### config.mk
export PLATFORM = sky130hd
export DESIGN_NAME = memory_access_stage
export DESIGN_NICKNAME = d
export VERILOG_FILES = /design/src/rtl/memory_access_stage_pkg.sv /design/src/rtl/memory_access_stage_writeback_register.sv /design/src/rtl/memory_access_stage.sv
export SDC_FILE = /design/constraint.sdc
export NUM_CORES = 1
export LEC_CHECK = 0
export ABC_AREA = 1
export BUFFER_PORTS_ARGS = -buffer_cell sky130_fd_sc_hd__buf_2
export CORE_UTILIZATION = 49
export DETAILED_ROUTE_END_ITERATION = 8
export HOLD_SLACK_MARGIN = 0.03
export PLACE_DENSITY = 0.82
export SYNTH_ARGS = -nofsm -noshare
export SYNTH_HDL_FRONTEND = slang
export SYNTH_HIERARCHICAL = 1
export SYNTH_SLANG_ARGS = --single-unit
export TNS_END_PERCENT = 20
### constraint.sdc
create_clock -name clk_i -period 1.98 [get_ports clk_i]
set_clock_uncertainty 0.15 [all_clocks]
set_input_delay 0.099 -clock clk_i [delete_from_list [all_inputs] [get_ports clk_i]]
set_output_delay 0.099 -clock clk_i [all_outputs]
set_load 0.005 [all_outputs]
### src/rtl/memory_access_stage_pkg.sv
// Shared pipeline definitions: word and register-address widths plus the
// control-signal encodings carried between pipeline stages.
package general_defs;

  localparam int WORD       = 32;
  localparam int ADDR_WIDTH = 5;

  typedef enum logic {MEM_READ_DISABLE  = 1'b0, MEM_READ  = 1'b1} mem_read_signal;
  typedef enum logic {MEM_WRITE_DISABLE = 1'b0, MEM_WRITE = 1'b1} mem_write_signal;
  typedef enum logic {NO_WRITE          = 1'b0, WRITE     = 1'b1} reg_file_write_sig;
  typedef enum logic {DATA_FROM_ALU     = 1'b0, DATA_FROM_MEM = 1'b1} reg_file_data_source;

  function automatic logic is_word_aligned(input logic [WORD-1:0] addr);
    return addr[1:0] == 2'b00;
  endfunction

endpackage

### src/rtl/memory_access_stage_writeback_register.sv
// MEM/WB pipeline register. A bubble clears the valid and write-enable bits
// while leaving the payload fields untouched.
module memory_writeback_register
  import general_defs::*;
(
  input  logic                  clk_i,
  input  logic                  reset_i,
  input  logic                  bubble_i,
  input  reg_file_write_sig     reg_file_write_en_i,
  input  logic [ADDR_WIDTH-1:0] reg_dest_addr_i,
  input  logic [WORD-1:0]       reg_data_i,
  output logic                  is_valid_o,
  output reg_file_write_sig     reg_file_write_en_o,
  output logic [ADDR_WIDTH-1:0] reg_dest_addr_o,
  output logic [WORD-1:0]       reg_data_o
);

  // NOTE: clocked state always uses non-blocking assignments so every flop
  // samples the pre-edge values regardless of statement order.
  always_ff @(posedge clk_i or negedge reset_i) begin
    if (!reset_i) begin
      is_valid_o          <= 1'b0;
      reg_file_write_en_o <= NO_WRITE;
      reg_dest_addr_o     <= '0;
      reg_data_o          <= '0;
    end else if (bubble_i) begin
      is_valid_o          <= 1'b0;
      reg_file_write_en_o <= NO_WRITE;
    end else begin
      is_valid_o          <= 1'b1;
      reg_file_write_en_o <= reg_file_write_en_i;
      reg_dest_addr_o     <= reg_dest_addr_i;
      reg_data_o          <= reg_data_i;
    end
  end

endmodule

### src/rtl/memory_access_stage.sv
// Memory-access pipeline stage: issues one data-memory request per load/store,
// stalls upstream until it completes, and abandons reads that never answer.
module memory_access_stage
  import general_defs::*;
#(
  parameter int TIMEOUT_CYCLES = 16
) (
  input  logic                  clk_i,
  input  logic                  reset_i,
  input  logic                  is_valid_i,
  input  mem_read_signal        mem_read_en_i,
  input  mem_write_signal       mem_write_en_i,
  input  reg_file_write_sig     reg_file_write_en_i,
  input  reg_file_data_source   reg_file_data_source_i,
  input  logic [ADDR_WIDTH-1:0] reg_dest_addr_i,
  input  logic [WORD-1:0]       alu_result_i,
  input  logic [WORD-1:0]       reg_2_data_i,
  output logic                  stall_o,
  output logic                  dmem_req_o,
  output logic                  dmem_we_o,
  output logic [WORD-1:0]       dmem_addr_o,
  output logic [WORD-1:0]       dmem_wdata_o,
  input  logic                  dmem_ready_i,
  input  logic                  dmem_rvalid_i,
  input  logic [WORD-1:0]       dmem_rdata_i,
  output logic                  is_valid_o,
  output reg_file_write_sig     reg_file_write_en_o,
  output logic [ADDR_WIDTH-1:0] reg_dest_addr_o,
  output logic [WORD-1:0]       reg_data_o,
  output logic                  fault_o
);

  localparam int CNT_W = $clog2(TIMEOUT_CYCLES + 1);

  typedef enum logic [1:0] {IDLE, REQ, WAIT} state_e;

  state_e                  state, next_state;
  logic [CNT_W-1:0]        timeout_cnt;
  logic [WORD-1:0]         cap_addr, cap_wdata;
  logic                    cap_we;
  reg_file_write_sig       cap_rf_we;
  reg_file_data_source     cap_src;
  logic [ADDR_WIDTH-1:0]   cap_dest;
  logic                    fault_q;

  logic                    stall, capture, cnt_clear, cnt_inc, fault_d, wb_bubble;
  reg_file_write_sig       wb_rf_we;
  logic [ADDR_WIDTH-1:0]   wb_dest;
  logic [WORD-1:0]         wb_data;

  wire mem_op = is_valid_i && (mem_read_en_i == MEM_READ || mem_write_en_i == MEM_WRITE);

  // NOTE: every signal driven here gets a default first, so no path through
  // the case statement leaves one unassigned and no latch is inferred.
  always_comb begin
    next_state = state;
    stall      = 1'b0;
    capture    = 1'b0;
    cnt_clear  = 1'b0;
    cnt_inc    = 1'b0;
    fault_d    = 1'b0;
    wb_bubble  = 1'b1;
    wb_rf_we   = cap_rf_we;
    wb_dest    = cap_dest;
    wb_data    = cap_addr;
    unique case (state)
      IDLE: begin
        if (mem_op) begin
          if (is_word_aligned(alu_result_i)) begin
            stall      = 1'b1;
            capture    = 1'b1;
            next_state = REQ;
          end else begin
            fault_d = 1'b1;
          end
        end else if (is_valid_i) begin
          wb_bubble = 1'b0;
          wb_rf_we  = reg_file_write_en_i;
          wb_dest   = reg_dest_addr_i;
          wb_data   = alu_result_i;
        end
      end
      REQ: begin
        if (dmem_ready_i && cap_we) begin
          wb_bubble  = 1'b0;
          next_state = IDLE;
        end else if (dmem_ready_i) begin
          stall      = 1'b1;
          cnt_clear  = 1'b1;
          next_state = WAIT;
        end else begin
          stall = 1'b1;
        end
      end
      WAIT: begin
        // A response arriving on the final allowed cycle still completes the load.
        if (dmem_rvalid_i) begin
          wb_bubble  = 1'b0;
          wb_data    = (cap_src == DATA_FROM_MEM) ? dmem_rdata_i : cap_addr;
          next_state = IDLE;
        end else if (timeout_cnt == CNT_W'(TIMEOUT_CYCLES - 1)) begin
          fault_d    = 1'b1;
          next_state = IDLE;
        end else begin
          stall   = 1'b1;
          cnt_inc = 1'b1;
        end
      end
      default: next_state = IDLE;
    endcase
  end

  always_ff @(posedge clk_i or negedge reset_i) begin
    if (!reset_i) begin
      state       <= IDLE;
      timeout_cnt <= '0;
      cap_addr    <= '0;
      cap_wdata   <= '0;
      cap_we      <= 1'b0;
      cap_rf_we   <= NO_WRITE;
      cap_src     <= DATA_FROM_ALU;
      cap_dest    <= '0;
      fault_q     <= 1'b0;
    end else begin
      state   <= next_state;
      fault_q <= fault_d;
      if (cnt_clear)    timeout_cnt <= '0;
      else if (cnt_inc) timeout_cnt <= timeout_cnt + CNT_W'(1);
      if (capture) begin
        cap_addr  <= alu_result_i;
        cap_wdata <= reg_2_data_i;
        cap_we    <= (mem_write_en_i == MEM_WRITE);
        cap_rf_we <= reg_file_write_en_i;
        cap_src   <= reg_file_data_source_i;
        cap_dest  <= reg_dest_addr_i;
      end
    end
  end

  memory_writeback_register u_mem_wb (
    .clk_i               (clk_i),
    .reset_i             (reset_i),
    .bubble_i            (wb_bubble),
    .reg_file_write_en_i (wb_rf_we),
    .reg_dest_addr_i     (wb_dest),
    .reg_data_i          (wb_data),
    .is_valid_o          (is_valid_o),
    .reg_file_write_en_o (reg_file_write_en_o),
    .reg_dest_addr_o     (reg_dest_addr_o),
    .reg_data_o          (reg_data_o)
  );

  // Stall is decoded from live inputs, so it is forced low while reset is held.
  assign stall_o      = stall && reset_i;
  assign dmem_req_o   = (state == REQ);
  assign dmem_we_o    = (state == REQ) && cap_we;
  assign dmem_addr_o  = cap_addr;
  assign dmem_wdata_o = cap_wdata;
  assign fault_o      = fault_q;

endmodule

Word level (Yosys, flattened, before mapping). Cells that the tools add are included.

Register bits after elaboration: 119. Input bits: 110. Output and inout bits: 107. Logic and storage cells: 72.

Add/subtract/negate cells: 1. Equality and inequality tests: 7. Mux-type cells: 42. Reduce and logical (&&, ||, !) cells: 9.

Operator list (number): 32-bit 2-to-1 mux (4); 32-bit one-hot mux with 2 select lines (1); 5-bit 2-to-1 mux (5); 1-bit 2-to-1 mux (22); 2-bit 2-to-1 mux (6); 1-bit one-hot mux with 3 select lines (2); 2-bit one-hot mux with 3 select lines (1); 5-bit by 1-bit adder with 5-bit output (second input constant) (1); 5-bit by 4-bit == test with 1-bit output (second input constant) (1); 1-bit logical AND (4); 2-bit zero test (2); 2-bit inequality test (second input constant) (2); 4-bit AND reduction (1); 3-bit by 1-bit inequality test with 1-bit output (second input constant) (1); 3-bit inequality test (second input constant) (1); 2-bit by 1-bit == test with 1-bit output (second input constant) (1); 2-bit == test (second input constant) (1); 1-bit one-hot mux with 2 select lines (1); 2-bit nonzero test (1); 1-bit logical OR (1).

Logic depth before layout (Yosys ltp).
Depth in word-level cells: 6. Depth in mapped cells: 9.

Hierarchy. Netlist, hierarchy kept.

Modules (own cells, without submodules): memory_access_stage (instances 1, cells each 525, area an instance 3887.5 µm²); memory_writeback_register (instances 1, cells each 161, area an instance 1473.9 µm²).

Least setup slack after synthesis. Ideal clock, no wire load.

Kind: flip-flop to output port. Start point: register timeout_cnt[0]. End point: output port stall_o. Arrival: 1362 ps. Path slack: 369 ps. Cell stages (with the launch flop): 10. Buffers on the path: 0. Cell sequence: dfrtp_1 > ha_1 > nand2_1 > nor2_1 > ha_1 > nor2_1 > nand2_1 > nand2_1 > inv_1 > a21oi_1.

Longest elaborated chain between the ends: 5.

RTL lines: from (decl) (line memory_access_stage.sv:38) `logic [CNT_W-1:0] timeout_cnt;`; from (signal assigned) (line memory_access_stage.sv:128) `else if (cnt_inc) timeout_cnt <= timeout_cnt + CNT_W'(1);`; 5-bit by 4-bit == test with 1-bit output (line memory_access_stage.sv:101) `end else if (timeout_cnt == CNT_W'(TIMEOUT_CYCLES - 1)) begin`; 1-bit 2-to-1 mux (line memory_access_stage.sv:101); 1-bit 2-to-1 mux (line memory_access_stage.sv:97) `if (dmem_rvalid_i) begin`; 1-bit one-hot mux with 3 select lines (line memory_access_stage.sv:66) `unique case (state)`; 1-bit logical AND (line memory_access_stage.sv:154) `assign stall_o = stall && reset_i;`; to (decl) (line memory_access_stage.sv:18) `output logic stall_o,`.

Every way passes these cells.

Final worst setup path. Same ends and word-level chain as after synthesis.

==> load_flow_metrics.sql <==
INSERT INTO impl_metrics (metric_group, metric, value, unit) VALUES
('clock_network', 'cts-htree-levels', '4', ''),
('placement', 'place.gp.congestion', '0.855', ''),
('drt', 'via_count', '6035', ''),
('placement', 'place_area', '6570', 'um2'),
('clock_network', 'cts_inserted_buffers', '17', ''),
('sta', 'timing.final.crit_period', '2.11', 'ns'),
('synth', 'synth_compound_area_share', '1.59', '%'),
('synth', 'synth_area_per_cell', '7.82', 'um2'),
('synth', 'yosys.area_share.simple', '36.5', '%'),
('sta', 'timing.final.max_slew_violations', '0', ''),
('synth', 'synth_top_family_by_area', 'simple AND/OR/NAND/NOR gates', ''),
('setup_path', 'critical_path_peak_fanout', '2', ''),
('drt', 'drtPass1Iterations', '8', ''),
('sta', 'setup_slack', '-0.134', 'ns'),
('power_and_ir_drop', 'intPower', '6210', 'uW'),
('floorplanning', 'die_width', '107', 'um'),
('placement', 'place_hpwl', '9800', 'um'),
('power_and_ir_drop', 'leakage', '0.00470', 'uW'),
('global_route', 'grt_first_pass_wirelength', '29200', 'um'),
('sta', 'tightestPinTransition', '0.685', 'ns'),
('drt', 'post_drt_via_cell_ratio', '5.17', ''),
('global_route', 'grt_antenna_before_repair', '0', ''),
('global_route', 'grt.total_usage', '33.1', '%'),
('power_and_ir_drop', 'clock_power_share', '32.5', '%'),
('drt', 'ant_nets', '0', ''),
('power_and_ir_drop', 'p_seq_share', '40.2', '%'),
('run', 'drv.max_cap_violation_count', '0', ''),
('sta', 'hold_viol', '0', ''),
('drt', 'route.detailed.drc', '0', ''),
('drt', 'drtIter0Drc', '538', ''),
('synth', 'synth_xor_xnor_area_share', '0.163', '%'),
('clock_network', 'cts.path.max_buffers', '2', ''),
('status', 'failed_checks', 'negative setup slack', ''),
('sta', 'timing.fmax', '0.473', 'GHz'),
('power_and_ir_drop', 'irDropWorstVdd', '0.671', 'mV'),
('drt', 'routedWlPerCell', '15.7', 'um'),
('clock_network', 'clk-insertion-delay-late', '0.50', 'ns'),
('final_layout', 'finish.net_count', '1130', ''),
('floorplanning', 'initial_core_util', '51.2', '%'),
('setup_path', 'worstPathArrival', '1.86', 'ns'),
('placement', 'port_buffers', '216', ''),
('clock_network', 'cts.sink_count', '119', ''),
('sta', 'relative_slew_margins', '54.3', '%'),
('sta', 'grt_setup_unrepaired', 'yes', ''),
('power_and_ir_drop', 'power', '9140', 'uW'),
('floorplanning', 'fp.coreArea', '10500', 'um2'),
('clock_network', 'cts_tree', 'yes', ''),
('power_and_ir_drop', 'power.share.combinational', '27.3', '%'),
('global_route', 'congestion_overflow_gr', '0', ''),
('floorplanning', 'fp_rows', '37', ''),
('synth', 'synth_fa_ha_area_share', '0.467', '%'),
('floorplanning', 'boundaryPins', '217', ''),
('final_layout', 'most_common_library_cell_in_the_layout_ignoring_fill_and_taps', 'nand2_1', ''),
('global_route', 'via_count_of_the_first_global_routing_pass', '5956', ''),
('synth', 'syn_area', '5360', 'um2'),
('synth', 'synthCells', '686', ''),
('final_layout', 'fraction_of_layout_cells_with_a_size_suffix_above_1', '27.4', '%'),
('setup_path', 'crit_path_category', 'flop to output port', ''),
('power_and_ir_drop', 'netSwitchingFraction', '32.1', '%'),
('synth', 'muxShareOfSynthArea', '0', '%'),
('synth', 'synth.yosys.warnings', '6', ''),
('worst_hold_path', 'hold_path.class', 'input pin to async pin', ''),
('global_route', 'grt_start_max_net_pins', '71', ''),
('drt', 'drt_wirelength', '18300', 'um'),
('final_layout', 'antennaDiodeCount', '0', ''),
('final_layout', 'layout.cell_area.non_filler', '8350', 'um2'),
('setup_path', 'cp-start-kind', 'flop', ''),
('floorplanning', 'die_area', '11400', 'um2'),
('clock_network', 'clkSlewWorstSetupHoldPaths', '0.06', 'ns'),
('sta', 'finalSetupViolations', '1', ''),
('synth', 'synth.yosys.seq_area_share', '55.5', '%'),
('sta', 'crit_share_post_route', '107', '%'),
('floorplanning', 'die_h', '107', 'um'),
('clock_network', 'ctsRootBufferMaster', 'clkbuf_8', ''),
('synth', 'synth-seq-cells', '119', ''),
('synth', 'synth_cell_types', '19', ''),
('placement', 'place_worst_setup_slack', '0.204', 'ns'),
('status', 'run_status', 'finished, violations left', ''),
('setup_path', 'worst-endpoint-required', '1.73', 'ns'),
('final_layout', 'area_delta_synth_final', '55.7', '%'),
('final_layout', 'mostFrequentLayoutCells', '395 x nand2_1, 215 x buf_2, 119 x dfrtp_1', ''),
('power_and_ir_drop', 'power_per_cell_area', '1100', 'nW/um2'),
('setup_path', 'worst_setup_path_end_kind', 'output port', ''),
('power_and_ir_drop', 'net-switching-power', '2930', 'uW'),
('synth', 'syn_nets', '798', '');
## synthesized netlist by cell type
| cell type | instances | area share, % |
|---|---|---|
| nand3b_1 | 1 | 0.14 |
| nor2_1 | 10 | 0.70 |
| buf_2 | 13 | 1.2 |
| dfrtp_1 | 119 | 56 |
| buf_4 | 7 | 0.98 |
| inv_1 | 21 | 1.5 |
| ha_1 | 2 | 0.47 |
| nor2_2 | 2 | 0.23 |
| clkbuf_1 | 11 | 0.77 |
| nand2_1 | 395 | 28 |
| o21ai_0 | 16 | 1.5 |
| a21oi_1 | 1 | 0.093 |
| nand4_1 | 1 | 0.12 |
| xor2_1 | 1 | 0.16 |
| buf_6 | 5 | 1.1 |
| nand3_1 | 74 | 6.9 |
| inv_2 | 3 | 0.21 |
| nand3_2 | 3 | 0.56 |
| nand4_2 | 1 | 0.23 |
## final cells by class
type	instances	area (um2)
fill	701	2120
multi-input combinational	507	2090
timing repair buffer	349	2440
clock buffer	18	428
clock inverter	14	150
sequential	119	2980
tap	136	170
inverter	24	92.6
## worst max-delay path, stage by stage, from the launching register on
cell and delay [ns]:
dfrtp_1 0.39, ha_2 0.19, nand2_1 0.06, nor2_1 0.04
ha_2 0.17, nor2_1 0.09, nand2_1 0.08, nand2_1 0.07
inv_1 0.05, a21oi_1 0.10, buf_2 0.13
## logic make-up after synthesis
family / count (synthesis)
simple gates: 487
flops: 119
buf+inv: 60
compound gates: 17
fa+ha+maj: 2
xor+xnor: 1
## final timing paths
kind,from,endpoint,slack (ns),depth (start not counted)
setup / recovery,timeout_cnt[0],stall_o,-0.13,10
hold / removal,reset_i,u_mem_wb/reg_file_write_en_o,0.01,3
setup reg to reg,timeout_cnt[0],timeout_cnt[4],0.01,12
hold reg to reg,u_mem_wb/reg_data_o[26],u_mem_wb/reg_data_o[26],0.32,2
max in group asynchronous,reset_i,u_mem_wb/reg_data_o[29],0.91,3
min in group clk_i,reg_2_data_i[4],dmem_wdata_o[4],0.17,4
## layer usage
metal	global-route usage, %	wire length [um]
met4	15.9	646
met5	0	0
met2	55.8	9020
met1	38.9	7090
met3	9.12	1570
## stage by stage
stage / TNS (ns) / util [%] / instances / hold WS [ns]
floorplan: 0 / - / 686 / -0.347
global placement: 0 / 62.8 / 1015 / -0.202
detailed placement: 0 / 62.8 / 1015 / -0.201
CTS: -0.135 / 79.5 / 1165 / 0.0416
global route: -0.346 / 79.8 / 1167 / 0.0437
finish: -0.134 / 79.8 / 1167 / 0.0135
## what timing repair did
action	CTS	global route
gates resized for setup	4	3
buffers inserted	6	2
hold buffers	112	0
pin swaps	2	3
endpoints found under the setup margin	1	6
endpoints found under the hold margin	235	0
## sequential cells by signal (all words and copies together) (netlist names), 2 cells and up
signal / cells
u_mem_wb/reg_data_o: 32
dmem_addr_o: 32
u_mem_wb/reg_dest_addr_o: 5
timeout_cnt: 5
cap_dest: 5
state: 2
dmem_wdata_o: 32
## power by group through the flow
stage               Combinational (uW)  Clock (uW)  Sequential (uW)
floorplan                         1010           0             3690
global placement                  2090           0             3660
finish                            2500        2970             3670
CTS                               2400        3000             3640
detailed placement                2170           0             3660
global route                      2780        3140             3750
No activity file was read; power rests on OpenSTA's default activity.
